<file path="config.mk">
export PLATFORM = sky130hd
export DESIGN_NAME = irq_pending_ctrl_flat
export DESIGN_NICKNAME = d
export VERILOG_FILES = /design/src/rtl/irq_pkg.sv /design/src/rtl/irq_pending_ctrl_if.sv /design/src/rtl/priority_encoder.sv /design/src/rtl/irq_pending_ctrl.sv /design/src/flat_wrapper.sv
export SDC_FILE = /design/constraint.sdc
export NUM_CORES = 1
export LEC_CHECK = 0
export CAP_MARGIN = 20
export CORE_MARGIN = 2
export CORE_UTILIZATION = 35
export DETAILED_ROUTE_END_ITERATION = 12
export SKIP_LAST_GASP = 1
export SYNTH_ARGS = -nofsm -noshare
export SYNTH_HDL_FRONTEND = slang
export SYNTH_SLANG_ARGS = --single-unit
</file>
<file path="constraint.sdc">
create_clock -name clk -period 1.7 [get_ports clk]
set_input_delay 0.34 -clock clk [delete_from_list [all_inputs] [get_ports clk]]
set_output_delay 0.34 -clock clk [all_outputs]
set_load 0.02 [all_outputs]
</file>
<file path="src/rtl/irq_pkg.sv">
// ----------------------------------------------------------------------------
// irq_pkg
// Shared constants and types for the pending-interrupt controller.
//   N_REQ   : number of request channels
//   IDX_W   : width of a granted channel index
//   state_e : offer FSM states (IDLE = nothing offered, OFFER = index on bus)
// ----------------------------------------------------------------------------
package irq_pkg;

    localparam int N_REQ = 4;
    localparam int IDX_W = 2;

    typedef enum logic [0:0] {
        IDLE  = 1'b0,
        OFFER = 1'b1
    } state_e;

endpackage

</file>
<file path="src/rtl/irq_pending_ctrl_if.sv">
// ----------------------------------------------------------------------------
// irq_pending_ctrl_if
// Valid/ready offer channel carrying the granted channel index.
//   out_valid : a granted index is offered          (master -> slave)
//   out_idx   : granted channel index                (master -> slave)
//   out_ready : consumer accepts the offer           (slave  -> master)
// ----------------------------------------------------------------------------
interface irq_pending_ctrl_if #(
    parameter int IDX_W = irq_pkg::IDX_W
) ();

    logic             out_valid;
    logic             out_ready;
    logic [IDX_W-1:0] out_idx;

    modport master (
        output out_valid,
        output out_idx,
        input  out_ready
    );

    modport slave (
        input  out_valid,
        input  out_idx,
        output out_ready
    );

endinterface

</file>
<file path="src/rtl/priority_encoder.sv">
// ----------------------------------------------------------------------------
// priority_encoder
// Combinational N_IN-to-IDX_W encoder; the highest set input bit wins.
//   in_vec : request vector (bit N_IN-1 has highest priority)
//   idx    : index of the highest set bit (0 when none set)
//   valid  : at least one bit of in_vec is set
// ----------------------------------------------------------------------------
module priority_encoder #(
    parameter int N_IN  = irq_pkg::N_REQ,
    parameter int IDX_W = irq_pkg::IDX_W
) (
    input  logic [N_IN-1:0]  in_vec,
    output logic [IDX_W-1:0] idx,
    output logic             valid
);

    // Ascending scan: a later (higher) set bit overwrites an earlier one.
    always_comb begin
        idx   = '0;
        valid = 1'b0;
        for (int unsigned i = 0; i < N_IN; i++) begin
            if (in_vec[i]) begin
                idx   = IDX_W'(i);
                valid = 1'b1;
            end
        end
    end

endmodule

</file>
<file path="src/rtl/irq_pending_ctrl.sv">
// ----------------------------------------------------------------------------
// irq_pending_ctrl
// Synchronizes asynchronous request lines, tracks them in a pending vector
// (edge-captured or level-following), and offers the highest unmasked
// pending channel on a valid/ready channel.
//   clk       : single rising-edge clock
//   rst_n     : asynchronous active-low reset
//   req_in    : asynchronous request lines
//   mask      : 1 = channel excluded from selection
//   edge_mode : 1 = rising-edge capture, 0 = level
//   out_if    : offer channel (out_valid / out_idx / out_ready)
//   pending   : current pending vector
//   overflow  : sticky flag, an edge arrived on an already-pending channel
//   ovf_clr   : synchronous clear for overflow (a same-cycle set wins)
// ----------------------------------------------------------------------------
module irq_pending_ctrl #(
    parameter int N_REQ       = irq_pkg::N_REQ,
    parameter int IDX_W       = irq_pkg::IDX_W,
    parameter int SYNC_STAGES = 2
) (
    input  logic               clk,
    input  logic               rst_n,
    input  logic [N_REQ-1:0]   req_in,
    input  logic [N_REQ-1:0]   mask,
    input  logic               edge_mode,
    irq_pending_ctrl_if.master out_if,
    output logic [N_REQ-1:0]   pending,
    output logic               overflow,
    input  logic               ovf_clr
);

    import irq_pkg::*;

    // ------------------------------------------------------------------
    // Synchronizer chain plus one delay flop for edge detection
    // ------------------------------------------------------------------
    logic [N_REQ-1:0] sync_q [SYNC_STAGES];
    logic [N_REQ-1:0] sync_d [SYNC_STAGES];
    logic [N_REQ-1:0] req_s;
    logic [N_REQ-1:0] req_d_q;
    logic [N_REQ-1:0] req_d_d;
    logic [N_REQ-1:0] rise;

    always_comb begin
        sync_d[0] = req_in;
        for (int unsigned s = 1; s < SYNC_STAGES; s++) begin
            sync_d[s] = sync_q[s-1];
        end
    end

    assign req_s   = sync_q[SYNC_STAGES-1];
    assign req_d_d = req_s;
    assign rise    = req_s & ~req_d_q;

    // ------------------------------------------------------------------
    // Pending vector and overflow
    // ------------------------------------------------------------------
    logic [N_REQ-1:0] pending_q;
    logic [N_REQ-1:0] pending_d;
    logic [N_REQ-1:0] clr_vec;
    logic             overflow_q;
    logic             overflow_d;
    logic             ovf_set;

    state_e           state_q;
    state_e           state_d;
    logic [IDX_W-1:0] out_idx_q;
    logic [IDX_W-1:0] out_idx_d;
    logic             accept;

    assign accept = (state_q == OFFER) && out_if.out_ready;

    // Acceptance retires the granted channel only in edge mode; in level
    // mode the pending vector simply mirrors the synchronized inputs.
    always_comb begin
        clr_vec = '0;
        if (accept && edge_mode) begin
            clr_vec[out_idx_q] = 1'b1;
        end
    end

    // Set is applied after clear, so an edge coinciding with acceptance of
    // the same channel leaves it pending.
    always_comb begin
        if (edge_mode) begin
            pending_d = (pending_q & ~clr_vec) | rise;
        end else begin
            pending_d = req_s;
        end
    end

    // An edge is lost when its channel is already pending and not being
    // retired on this same clock.
    assign ovf_set = edge_mode && (|(rise & pending_q & ~clr_vec));

    always_comb begin
        overflow_d = overflow_q;
        if (ovf_clr) begin
            overflow_d = 1'b0;
        end
        if (ovf_set) begin
            overflow_d = 1'b1;
        end
    end

    // ------------------------------------------------------------------
    // Selection: highest eligible (pending and unmasked) channel
    // ------------------------------------------------------------------
    logic [N_REQ-1:0] eligible;
    logic [IDX_W-1:0] enc_idx;
    logic             enc_valid;

    assign eligible = pending_q & ~mask;

    priority_encoder #(
        .N_IN  (N_REQ),
        .IDX_W (IDX_W)
    ) u_prio_enc (
        .in_vec (eligible),
        .idx    (enc_idx),
        .valid  (enc_valid)
    );

    // ------------------------------------------------------------------
    // Offer FSM: the index is latched on entry to OFFER and held there
    // regardless of later mask/pending changes until accepted.
    // ------------------------------------------------------------------
    always_comb begin
        state_d   = state_q;
        out_idx_d = out_idx_q;
        case (state_q)
            IDLE: begin
                if (enc_valid) begin
                    state_d   = OFFER;
                    out_idx_d = enc_idx;
                end
            end
            OFFER: begin
                if (out_if.out_ready) begin
                    state_d = IDLE;
                end
            end
            default: begin
                state_d = IDLE;
            end
        endcase
    end

    // ------------------------------------------------------------------
    // State flops
    // ------------------------------------------------------------------
    always_ff @(posedge clk or negedge rst_n) begin
        if (!rst_n) begin
            for (int unsigned s = 0; s < SYNC_STAGES; s++) begin
                sync_q[s] <= '0;
            end
            req_d_q    <= '0;
            pending_q  <= '0;
            overflow_q <= 1'b0;
            state_q    <= IDLE;
            out_idx_q  <= '0;
        end else begin
            for (int unsigned s = 0; s < SYNC_STAGES; s++) begin
                sync_q[s] <= sync_d[s];
            end
            req_d_q    <= req_d_d;
            pending_q  <= pending_d;
            overflow_q <= overflow_d;
            state_q    <= state_d;
            out_idx_q  <= out_idx_d;
        end
    end

    // out_valid is the OFFER state itself, so reset drops it asynchronously.
    assign out_if.out_valid = (state_q == OFFER);
    assign out_if.out_idx   = out_idx_q;
    assign pending          = pending_q;
    assign overflow         = overflow_q;

endmodule

</file>
<file path="src/flat_wrapper.sv">
// flat-port wrapper written by rule: the top's interface ports become plain ports
module irq_pending_ctrl_flat import irq_pkg::*;
#(
    parameter int N_REQ       = irq_pkg::N_REQ,
    parameter int IDX_W       = irq_pkg::IDX_W,
    parameter int SYNC_STAGES = 2
)
  (clk, rst_n, req_in, mask, edge_mode, pending, overflow, ovf_clr, out_if_out_valid, out_if_out_idx, out_if_out_ready);
  irq_pending_ctrl_if #(.IDX_W(IDX_W)) out_if_i ();
  input  logic clk;
  input  logic rst_n;
  input  logic [N_REQ-1:0] req_in;
  input  logic [N_REQ-1:0] mask;
  input  logic edge_mode;
  output logic [N_REQ-1:0] pending;
  output logic overflow;
  input  logic ovf_clr;
  output wire logic [$bits(out_if_i.out_valid)-1:0] out_if_out_valid;
  output wire logic [$bits(out_if_i.out_idx)-1:0] out_if_out_idx;
  input wire logic [$bits(out_if_i.out_ready)-1:0] out_if_out_ready;
  assign out_if_out_valid = out_if_i.out_valid;
  assign out_if_out_idx = out_if_i.out_idx;
  assign out_if_i.out_ready = out_if_out_ready;
  irq_pending_ctrl #(.N_REQ(N_REQ), .IDX_W(IDX_W), .SYNC_STAGES(SYNC_STAGES)) u_core (.clk(clk), .rst_n(rst_n), .req_in(req_in), .mask(mask), .edge_mode(edge_mode), .out_if(out_if_i), .pending(pending), .overflow(overflow), .ovf_clr(ovf_clr));
endmodule
</file>
==> out/qor.txt <==
Worst Max-Slew Pin Slew: 0.368 ns
Net switching power: 0.317 mW
Total Routing Usage GR: 12.5%
Crit Path Max Fanout: 3
Total Power: 1.21 mW
Max_slew headroom: 75.2%
CTS max path bufs: 2
Commonest cells after routing, fill and taps aside: dfrtp_1 (20), clkdlybuf4s50_1 (14), nand2_1 (11)
Clock power frac: 31.6%
Crit-path slowest cell: clkdlybuf4s50_1
Layout Nets: 102
Critical path required time: 1.36 ns
DRT antenna net count: 0
Proportion of total power due to net switching: 26.1%
Final Wtd Congestion: 0.768
Pre-CTS setup slack: -0.128 ns
Per-cell routed wire length: 12.3 um
Combinational cell fraction of total power: 20.5%
Drc violations: 0
Peak Freq: 610 MHz
R2R cell count: 5
Hold depth: 0
Total die area: 0.00249 mm2
Synth Register Bits: 20
Largest net degree at the start of global routing: 21
PortBufs: 20
First-pass GRT wire length: 2.27 mm
Post-Syn Nets: 74
Worst r2r src: u_core.out_if.out_valid
Startpoint types: flip-flop
Placed cells: 111
Antenna violations before repair: 0
CTS H-Tree Depth: 1
Syn_area_per_cell: 12.1 um2
Hold endpoint: u_core.req_d_d[3]
Leakage power: 0.507 nW
Data arrival time of the critical path: 1.30 ns
Non-Filler Instances: 115
Post-Synth Adder-Cell Area: 0%
Main combinational cell family by area after synthesis: compound AO/OA/AOI/OAI gates
Status: finished clean
Clk sinks: 20
Pins over their slew limit: 0
TritonCTS Buffers: 3
Warning count from the yosys run: 0
Fin crit period: 1.64 ns
Vias in the first global route: 540
Setup Skew: 0.00894 ns
VDD IR max: 0.000558 V
Core Area: 0.00198 mm2
Most common cell after layout, fill and taps aside: dfrtp_1
DR iter-0 viols: 4
Post-Synth XOR/XNOR Area: 0%
CTS tree: built
Ratio of cells with drive above 1 in the final layout: 12.5%
Seq pwr share: 47.9%
Crit path capture type: output pin
Flop2flop setup slack: 0.22 ns
DR vias/cell: 4.77
Period utilization: 96.5%
Worst min path class: reg -> reg
Area Overhead vs Synth: 43.3%
RSZ-0062 raised after global routing: no
Complex-gate fraction of the synthesized area: 14.6%
Die Span X: 49.9 um
Antenna fix cells: 0
# setup viols final: 0
Cell Area, Synth: 737 um2
Skew-Pair Late Insertion Delay: 0.30 ns
Critical path class: reg -> out
CP bufs+invs: 1
Rows: 16
GRT Residual Overflow: 0
Seq/Total Area, Yosys: 67.9%
CTS root buf: clkbuf_4
Initial Util: 37.2%
Pwr/cell area: 1150 mW/mm2
Post-Synth Simple-Gate Area: 12.7%
Post-synthesis cell type count: 23
Die H: 49.9 um
Critical path cell sequence: clkdlybuf4s50_1
Hold Violations, Final: 0
Final WL: 1.41 mm
# Post-CTS Setup Buffers: 0
Fillers: 179
Dpl hpwl: 1.03 mm
Hold Startpoint: u_core.sync_d[3]
Mux cell area share after synthesis: 1.53%
Delay-heaviest family, CP: buffers and inverters
Max-Cap Viols: 0
Worst setup margin: 0.0596 ns
I/O pin cnt: 21
Reg2reg end: u_core.overflow
Vias: 549
Worst stage delay on the critical path: 0.61 ns
Hold Worst Slack: 0.357 ns
Internal power of the cells: 0.894 mW
Drt pass-1 iters: 4
Syn Inst Count: 61
Clk pin slew, worst setup/hold paths: 0.12 ns
-- layout make-up --
class | instances | area [um2] | share of cell area (%)
clock buffer | 3 | 22.5 | 2.13
inverter | 5 | 18.8 | 1.78
sequential | 20 | 500 | 47.4
multi-input combinational | 35 | 213 | 20.1
timing repair buffer | 24 | 238 | 22.5
clock inverter | 1 | 30.0 | 2.84
tap | 27 | 33.8 | 3.20
-- cell families (layout without fill, tap and decap cells) --
group,count (synthesis),in the layout
compound gates,15,15
buf+inv,6,33
flops,20,20
mux,1,1
simple gates,19,19
-- metrics by stage --
stage	TNS [ns]	area [um2]	util (%)
3_3_place_gp	-0.155	996	50.3
6_report	0	1060	53.3
2_1_floorplan	0	737	-
4_1_cts	0	1050	52.8
3_5_place_dp	-0.128	996	50.3
5_1_grt	0	1060	53.3
-- routing by layer --
| metal | wire, um | global-route usage, % | up-vias |
|---|---|---|---|
| li1 | - | - | 261 |
| met1 | 602 | 14.3 | 264 |
| met2 | 711 | 20.0 | 20 |
| met3 | 73 | 3.33 | 4 |
| met4 | 27 | 9.26 | 0 |
| met5 | 0 | 0 | - |
-- worst max path at each step --
stage | startpoint | slack (ns) | endpoint | cells past startpoint
floorplan | u_core.out_if.out_valid | 0.22 | u_core.overflow | 4
global placement | out_if_out_ready | -0.15 | u_core.overflow | 6
detailed placement | out_if_out_ready | -0.13 | u_core.overflow | 6
CTS | u_core.out_if.out_idx[1] | 0.01 | out_if_out_idx[1] | 1
global route | u_core.pending[0] | 0.0002 | pending[0] | 1
finish | u_core.pending[0] | 0.06 | pending[0] | 1
-- flip-flops by register name (all words and copies together), names as in the netlist --
signal / cells
u_core.req_d_q: 4
u_core.out_if.out_idx: 2
u_core.out_if.out_valid: 1
u_core.overflow: 1
u_core.pending: 4
u_core.sync_d: 4
u_core.req_d_d: 4
-- what timing repair did --
item	in CTS	in global routing
gates resized for setup	2	4
hold buffers	0	0
setup endpoints to repair	2	4
pin swaps	0	0
-- cell usage after synthesis --
cell / n / area, um2
a211o_1: 1 / 8.76
a21boi_0: 1 / 7.51
a21oi_1: 2 / 10.0
a22o_1: 1 / 8.76
a32o_2: 1 / 11.3
and3b_1: 1 / 8.76
buf_2: 1 / 5.00
dfrtp_1: 20 / 500
inv_1: 5 / 18.8
mux2_2: 1 / 11.3
nand2_1: 11 / 41.3
nand2_2: 1 / 6.26
nand2b_1: 2 / 12.5
nand3_1: 1 / 5.00
nor2b_1: 1 / 6.26
nor3b_1: 1 / 7.51
o211ai_1: 1 / 7.51
o21a_1: 1 / 7.51
o21ai_0: 4 / 20.0
o2bb2ai_1: 1 / 8.76
o311ai_0: 1 / 8.76
o32ai_1: 1 / 8.76
or3_1: 1 / 6.26
-- power by group through the flow --
stage | Combinational (mW) | Sequential [mW] | Clock [mW]
2_1_floorplan | 0.0747 | 0.625 | 0
3_3_place_gp | 0.263 | 0.589 | 0
3_5_place_dp | 0.263 | 0.590 | 0
4_1_cts | 0.254 | 0.581 | 0.390
5_1_grt | 0.270 | 0.587 | 0.422
6_report | 0.248 | 0.580 | 0.382
Power figures use the tool's default switching activity.
